`src/rtl/pipeline_fetch_unit.sv`:
```
// pipeline_fetch_unit
//   Instruction-fetch front end for the 5-stage MIPS pipeline. Issues word fetches
//   to a variable-latency instruction memory (req/gnt + in-order rvalid), buffers
//   {pc, instr} pairs in a FQ_DEPTH-entry prefetch queue and hands the head to ID
//   over a valid/ready handshake. Branch/jump/jr redirects and irq flush the queue
//   and discard a response still in flight.
//
//   Optional build macro: FETCH_PERF_EN adds perf_fetch_cnt / perf_stall_cnt.
//
//   Ports:
//     clk, reset             clock (rising edge), async active-low reset
//     imem_req/addr          fetch request and word-aligned address
//     imem_gnt               request accepted this cycle
//     imem_rvalid/rdata      in-order response
//     redirect_valid/pc      branch/jump/jr redirect
//     irq                    interrupt redirect to INT_VEC (wins over redirect)
//     id_valid/ready         head handshake toward ID
//     id_instr/pc/next_pc    head instruction, its PC and PC + 4
module pipeline_fetch_unit #(
  parameter int unsigned     XLEN      = 32,
  parameter int unsigned     FQ_DEPTH  = 4,
  parameter logic [XLEN-1:0] RESET_VEC = 32'h8000_0000,
  parameter logic [XLEN-1:0] INT_VEC   = 32'h8000_0004
) (
  input  logic            clk,
  input  logic            reset,
  output logic            imem_req,
  output logic [XLEN-1:0] imem_addr,
  input  logic            imem_gnt,
  input  logic            imem_rvalid,
  input  logic [XLEN-1:0] imem_rdata,
  input  logic            redirect_valid,
  input  logic [XLEN-1:0] redirect_pc,
  input  logic            irq,
  output logic            id_valid,
  input  logic            id_ready,
  output logic [XLEN-1:0] id_instr,
  output logic [XLEN-1:0] id_pc,
  output logic [XLEN-1:0] id_next_pc
`ifdef FETCH_PERF_EN
  ,
  output logic [31:0]     perf_fetch_cnt,
  output logic [31:0]     perf_stall_cnt
`endif
);

  localparam int unsigned PtrW = $clog2(FQ_DEPTH);
  localparam int unsigned CntW = PtrW + 1;

  logic [XLEN-1:0] fetch_pc_q, fetch_pc_d;
  logic [XLEN-1:0] req_pc_q, req_pc_d;
  logic            outstanding_q, outstanding_d;
  logic            discard_q, discard_d;
  logic [PtrW-1:0] rptr_q, rptr_d;
  logic [PtrW-1:0] wptr_q, wptr_d;
  logic [CntW-1:0] count_q, count_d;
  logic [XLEN-1:0] pc_mem_q    [FQ_DEPTH];
  logic [XLEN-1:0] instr_mem_q [FQ_DEPTH];

  logic            redirect;
  logic [XLEN-1:0] target;
  logic            rsp_valid;
  logic [CntW:0]   inflight;
  logic            credit_ok;
  logic            grant;
  logic            push;
  logic            pop;

  always_comb begin
    redirect  = irq | redirect_valid;
    target    = irq ? INT_VEC : {redirect_pc[XLEN-1:2], 2'b00};
    // A response with nothing outstanding is stray and ignored.
    rsp_valid = imem_rvalid & outstanding_q;
    // Credit uses registered occupancy only; a same-cycle pop does not free a slot.
    inflight  = {1'b0, count_q} + {{CntW{1'b0}}, outstanding_q};
    credit_ok = inflight < (CntW + 1)'(FQ_DEPTH);
    imem_req  = reset & ~redirect & (~outstanding_q | imem_rvalid) & credit_ok;
    imem_addr = fetch_pc_q;
    grant     = imem_req & imem_gnt;
    push      = rsp_valid & ~discard_q & ~redirect;
    id_valid  = (count_q != '0) & ~redirect;
    pop       = id_valid & id_ready;
    id_pc     = pc_mem_q[rptr_q];
    id_instr  = instr_mem_q[rptr_q];
    id_next_pc = id_pc + XLEN'(4);
  end

  always_comb begin
    fetch_pc_d    = fetch_pc_q;
    req_pc_d      = req_pc_q;
    outstanding_d = outstanding_q;
    discard_d     = discard_q;
    rptr_d        = rptr_q;
    wptr_d        = wptr_q;
    count_d       = count_q;

    if (grant) begin
      fetch_pc_d    = fetch_pc_q + XLEN'(4);
      req_pc_d      = fetch_pc_q;
      outstanding_d = 1'b1;
    end else if (rsp_valid) begin
      outstanding_d = 1'b0;
    end

    if (redirect) begin
      fetch_pc_d = target;
      // The pending response is still owed; mark it to be dropped on arrival.
      // If it arrives this very cycle it is simply dropped here.
      discard_d  = outstanding_q & ~imem_rvalid;
      rptr_d     = '0;
      wptr_d     = '0;
      count_d    = '0;
    end else begin
      if (rsp_valid && discard_q) begin
        discard_d = 1'b0;
      end
      if (push) begin
        wptr_d = wptr_q + 1'b1;
      end
      if (pop) begin
        rptr_d = rptr_q + 1'b1;
      end
      unique case ({push, pop})
        2'b10:   count_d = count_q + 1'b1;
        2'b01:   count_d = count_q - 1'b1;
        default: count_d = count_q;
      endcase
    end
  end

  always_ff @(posedge clk or negedge reset) begin
    if (!reset) begin
      fetch_pc_q    <= RESET_VEC;
      req_pc_q      <= '0;
      outstanding_q <= 1'b0;
      discard_q     <= 1'b0;
      rptr_q        <= '0;
      wptr_q        <= '0;
      count_q       <= '0;
    end else begin
      fetch_pc_q    <= fetch_pc_d;
      req_pc_q      <= req_pc_d;
      outstanding_q <= outstanding_d;
      discard_q     <= discard_d;
      rptr_q        <= rptr_d;
      wptr_q        <= wptr_d;
      count_q       <= count_d;
    end
  end

  // Storage is reset so the head reads as zero while the queue is empty after reset.
  always_ff @(posedge clk or negedge reset) begin
    if (!reset) begin
      for (int unsigned i = 0; i < FQ_DEPTH; i++) begin
        pc_mem_q[i]    <= '0;
        instr_mem_q[i] <= '0;
      end
    end else if (push) begin
      pc_mem_q[wptr_q]    <= req_pc_q;
      instr_mem_q[wptr_q] <= imem_rdata;
    end
  end

`ifdef FETCH_PERF_EN
  logic [31:0] perf_fetch_cnt_q, perf_fetch_cnt_d;
  logic [31:0] perf_stall_cnt_q, perf_stall_cnt_d;

  always_comb begin
    perf_fetch_cnt_d = perf_fetch_cnt_q;
    perf_stall_cnt_d = perf_stall_cnt_q;
    if (pop) begin
      perf_fetch_cnt_d = perf_fetch_cnt_q + 32'd1;
    end
    if (id_ready && !id_valid && !redirect) begin
      perf_stall_cnt_d = perf_stall_cnt_q + 32'd1;
    end
  end

  always_ff @(posedge clk or negedge reset) begin
    if (!reset) begin
      perf_fetch_cnt_q <= '0;
      perf_stall_cnt_q <= '0;
    end else begin
      perf_fetch_cnt_q <= perf_fetch_cnt_d;
      perf_stall_cnt_q <= perf_stall_cnt_d;
    end
  end

  assign perf_fetch_cnt = perf_fetch_cnt_q;
  assign perf_stall_cnt = perf_stall_cnt_q;
`endif

endmodule
```
`config.mk`:
```
export PLATFORM = sky130hd
export DESIGN_NAME = pipeline_fetch_unit
export DESIGN_NICKNAME = d
export VERILOG_FILES = /design/src/rtl/pipeline_fetch_unit.sv
export SDC_FILE = /design/constraint.sdc
export NUM_CORES = 1
export LEC_CHECK = 0
export CAP_MARGIN = 25
export CELL_PAD_IN_SITES_DETAIL_PLACEMENT = 1
export CELL_PAD_IN_SITES_GLOBAL_PLACEMENT = 1
export CORE_AREA = 2 2 177 179
export CTS_CLUSTER_DIAMETER = 80
export DETAILED_ROUTE_END_ITERATION = 7
export DIE_AREA = 0 0 179 181
export PLACE_DENSITY = 0.82
export SETUP_SLACK_MARGIN = 0.4
export SLEW_MARGIN = 10
export SYNTH_ARGS = -nofsm -noshare
export SYNTH_HDL_FRONTEND = slang
export SYNTH_SLANG_ARGS = --single-unit
```
`constraint.sdc`:
```
create_clock -name clk -period 4.3 [get_ports clk]
set_input_delay 0.645 -clock clk [delete_from_list [all_inputs] [get_ports clk]]
set_output_delay 0.645 -clock clk [all_outputs]
set_load 0.1 [all_outputs]
```
==> reports/results.ini <==
[cells_and_area]
layout-drive-gt1-share=0.392
multiInputGateArea_um2=6810
final_cells=1721
antennaDiodeCount=0
area_growth_pct=27.3
register_area_um2=7940
fill_cells=2900
final_util=0.620
finalNetCount=1381

[synth]
synth_ff_type=dfrtp_1
synth_edf_count=0
synth_area_leaders=dfrtp_1 53%, mux2_2 19%, mux4_2 9.0%
ys_seq_elements=317
yosys.area.top_type_share=0.535
synthArstFlopShare=1.00
yosysSeqAreaShare=0.536
postSynthAreaPerCell_um2=13.6
synthDistinctLibCells=70
yosysMostFrequentCell=dfrtp_1
synth_commonest_cells=316 x dfrtp_1, 248 x mux2_2, 122 x nand2_1
syn_area_um2=14800
synth_cells=1089
netlist.top_cell.by_area=dfrtp_1
yosysWarnings=0

[setup_path]
start_kind=register
arrival_ns=3.18
critPathTopFamily=buffers and inverters
cp_num_buf_inv=4
crit_type=reg2out
cp_common_cell=buf_4
setup.worst_path.start=rptr_q[0]
cp-end-kind=output port
critPathSlowestCell=dfrtp_4
timing.rr.start=count_q[0]
worstPathCellList=buf_4, buf_4, mux4_2, nand4_1, buf_4, nor2_2, nand4_1, xnor2_4, buf_12
cp_slowest_stage_delay_ns=0.53
critPathMaxFanout=6
worstPathRequired_ns=3.65

[status]
status=complete, no violations

[die]
start_util=0.487
ios=201
core_um2=30300
die-area_um2=32400
die_x_um=179
fp.dieH_um=181
rows=64

[sta]
drv_slew=0
tightest_slew_ns=1.02
rsz0062_at_grt=yes
fmax_mhz=261
skew_ns=0.0121
finalSetupViolCount=0
timing.final.hold_violations=0
maxSlewHeadroom=0.321
setup_tns_ns=0
holdWs_ns=0.500
post-route-period-util=0.889
period_needed_ns=3.82

[detailed_routing]
drc=0
via_count=10000
vias_per_cell=5.83
totalWireLength_mm=40.9
drtPass1Iterations=5
postRouteAntennaNets=0
drt_iter0_drc=578
wire_per_inst_um=23.8

[power]
swShare=0.335
p_clk_frac=0.360
p_comb_frac=0.237
switching_power_uw=2730
p_leak_uw=0.00892
internal_power_uw=5410
power.density_nw_per_um2=432
ir_drop_mv=0.334
seqPwrFrac=0.403

[worst_hold_path]
hold_path_class=reg2reg
min_from=pc_mem_q[58]

[clock_tree]
h-tree-depth=2
path_clk_slew_ns=0.06
cts_tree=built
clock_sinks=317
clockBufferDepth=3
cts_made_buffers=36
root_buffer=clkbuf_16
clock_latency_ns=0.50

[global_routing]
first_global_vias=11300
grt.overflow.total=0
grt_pass1_wl_mm=65.0
track_usage=0.260
grt_max_degree=85
antenna_found_initial=0

[flow_run]
maxCapViolCount=0

[placed_design]
dp_cells=1645
dp_hpwl_mm=26.6
place_congestion=0.837
io_buffers=192

## area by class of cell
| class | count | area share |
|---|---|---|
| multi-input cells | 698 | 0.362 |
| clock inverters | 8 | 0.00346 |
| clock buffers | 52 | 0.0559 |
| inverters | 15 | 0.00299 |
| well taps | 396 | 0.0263 |
| repair buffers | 235 | 0.128 |
| flip-flops and latches | 317 | 0.422 |
## metrics by stage
step / power, µW / worst slack (ns) / instance area (µm²)
finish: 8140 / 0.475 / 18800
floorplan: 4680 / 0.234 / 15100
CTS: 8200 / 0.407 / 18700
global route: 8430 / 0.376 / 18800
detailed placement: 5250 / 0.691 / 17500
global placement: 5200 / 0.771 / 17500
## flip-flops by register name, summed over array words and instances (netlist names)
register	flops
instr_mem_q	128
pc_mem_q	120
imem_addr	30
req_pc_q	30
count_q	3
rptr_q	2
wptr_q	2
discard_q	1
outstanding_q	1
## path summary, 6_finish.rpt
kind,slack [ns],endpoint,depth (start not counted)
setup reg to reg,1.57,imem_addr[23],5
hold / removal,0.50,pc_mem_q[58],1
max in group asynchronous,2.02,imem_addr[31],6
setup / recovery,0.48,id_next_pc[23],9
hold reg to reg,0.50,pc_mem_q[58],1
min in group asynchronous,0.60,instr_mem_q[111],2
## cells in the final DEF, fill, tap and decap left out, drive strengths merged, types with 3 or more instances in the layout
cell / n
dfrtp: 316
mux2: 248
nand2: 122
clkdlybuf4s50: 120
buf: 114
mux4: 62
clkbuf: 52
xnor2: 34
nor2: 32
a21oi: 22
o21ai: 19
nand3: 19
nor3: 19
nand4: 17
inv: 14
and3: 10
and4: 9
a211oi: 8
clkinv: 8
conb: 6
ha: 6
xor2: 6
nor4: 5
or3: 4
o31ai: 4
a32o: 4
a2111oi: 4
and2: 3
or2: 3
## worst reg2reg max path, stage by stage (launching register included)
cell	delay, ns
dfrtp_1	0.45
a21boi_1	0.48
o211ai_1	0.44
nand2_1	0.63
a21oi_1	0.13
a2111oi_0	0.45
## power by group through the flow
stage / registers (µW) / logic (µW) / clock network (µW)
after global routing: 3300 / 2000 / 3120
after detailed placement: 3330 / 1920 / 0
final: 3280 / 1930 / 2930
after global placement: 3310 / 1890 / 0
after floorplan: 3380 / 1300 / 0
after CTS: 3280 / 1930 / 2990
## metal layers
| layer | wire [µm] | vias up | track usage |
|---|---|---|---|
| met1 | 17200 | 5298 | 0.342 |
| li1 | - | 4410 | - |
| met2 | 21100 | 263 | 0.450 |
| met5 | 0 | - | 0 |
| met4 | 864 | 0 | 0.0670 |
| met3 | 1720 | 57 | 0.0370 |
## timing repair
item / 4_1_cts / 5_1_grt
resized for setup: 1 / 2
hold buffers: 1 / 0
endpoints found under the setup margin: 23 / 19
hold endpoints to repair: 6 / 0
cloned: 0 / 0
setup buffers: 2 / 11
pin swaps: 1 / 3
## kinds of logic after synthesis
kind of cell,after synthesis,share of synthesized area
other cells,1,0.000253
xor+xnor,40,0.0237
flops,317,0.536
buf+inv,79,0.0247
mux,311,0.285
fa+ha+maj,7,0.00643
simple gates,249,0.0848
compound gates,85,0.0392
(Power assumes the default switching activity.)
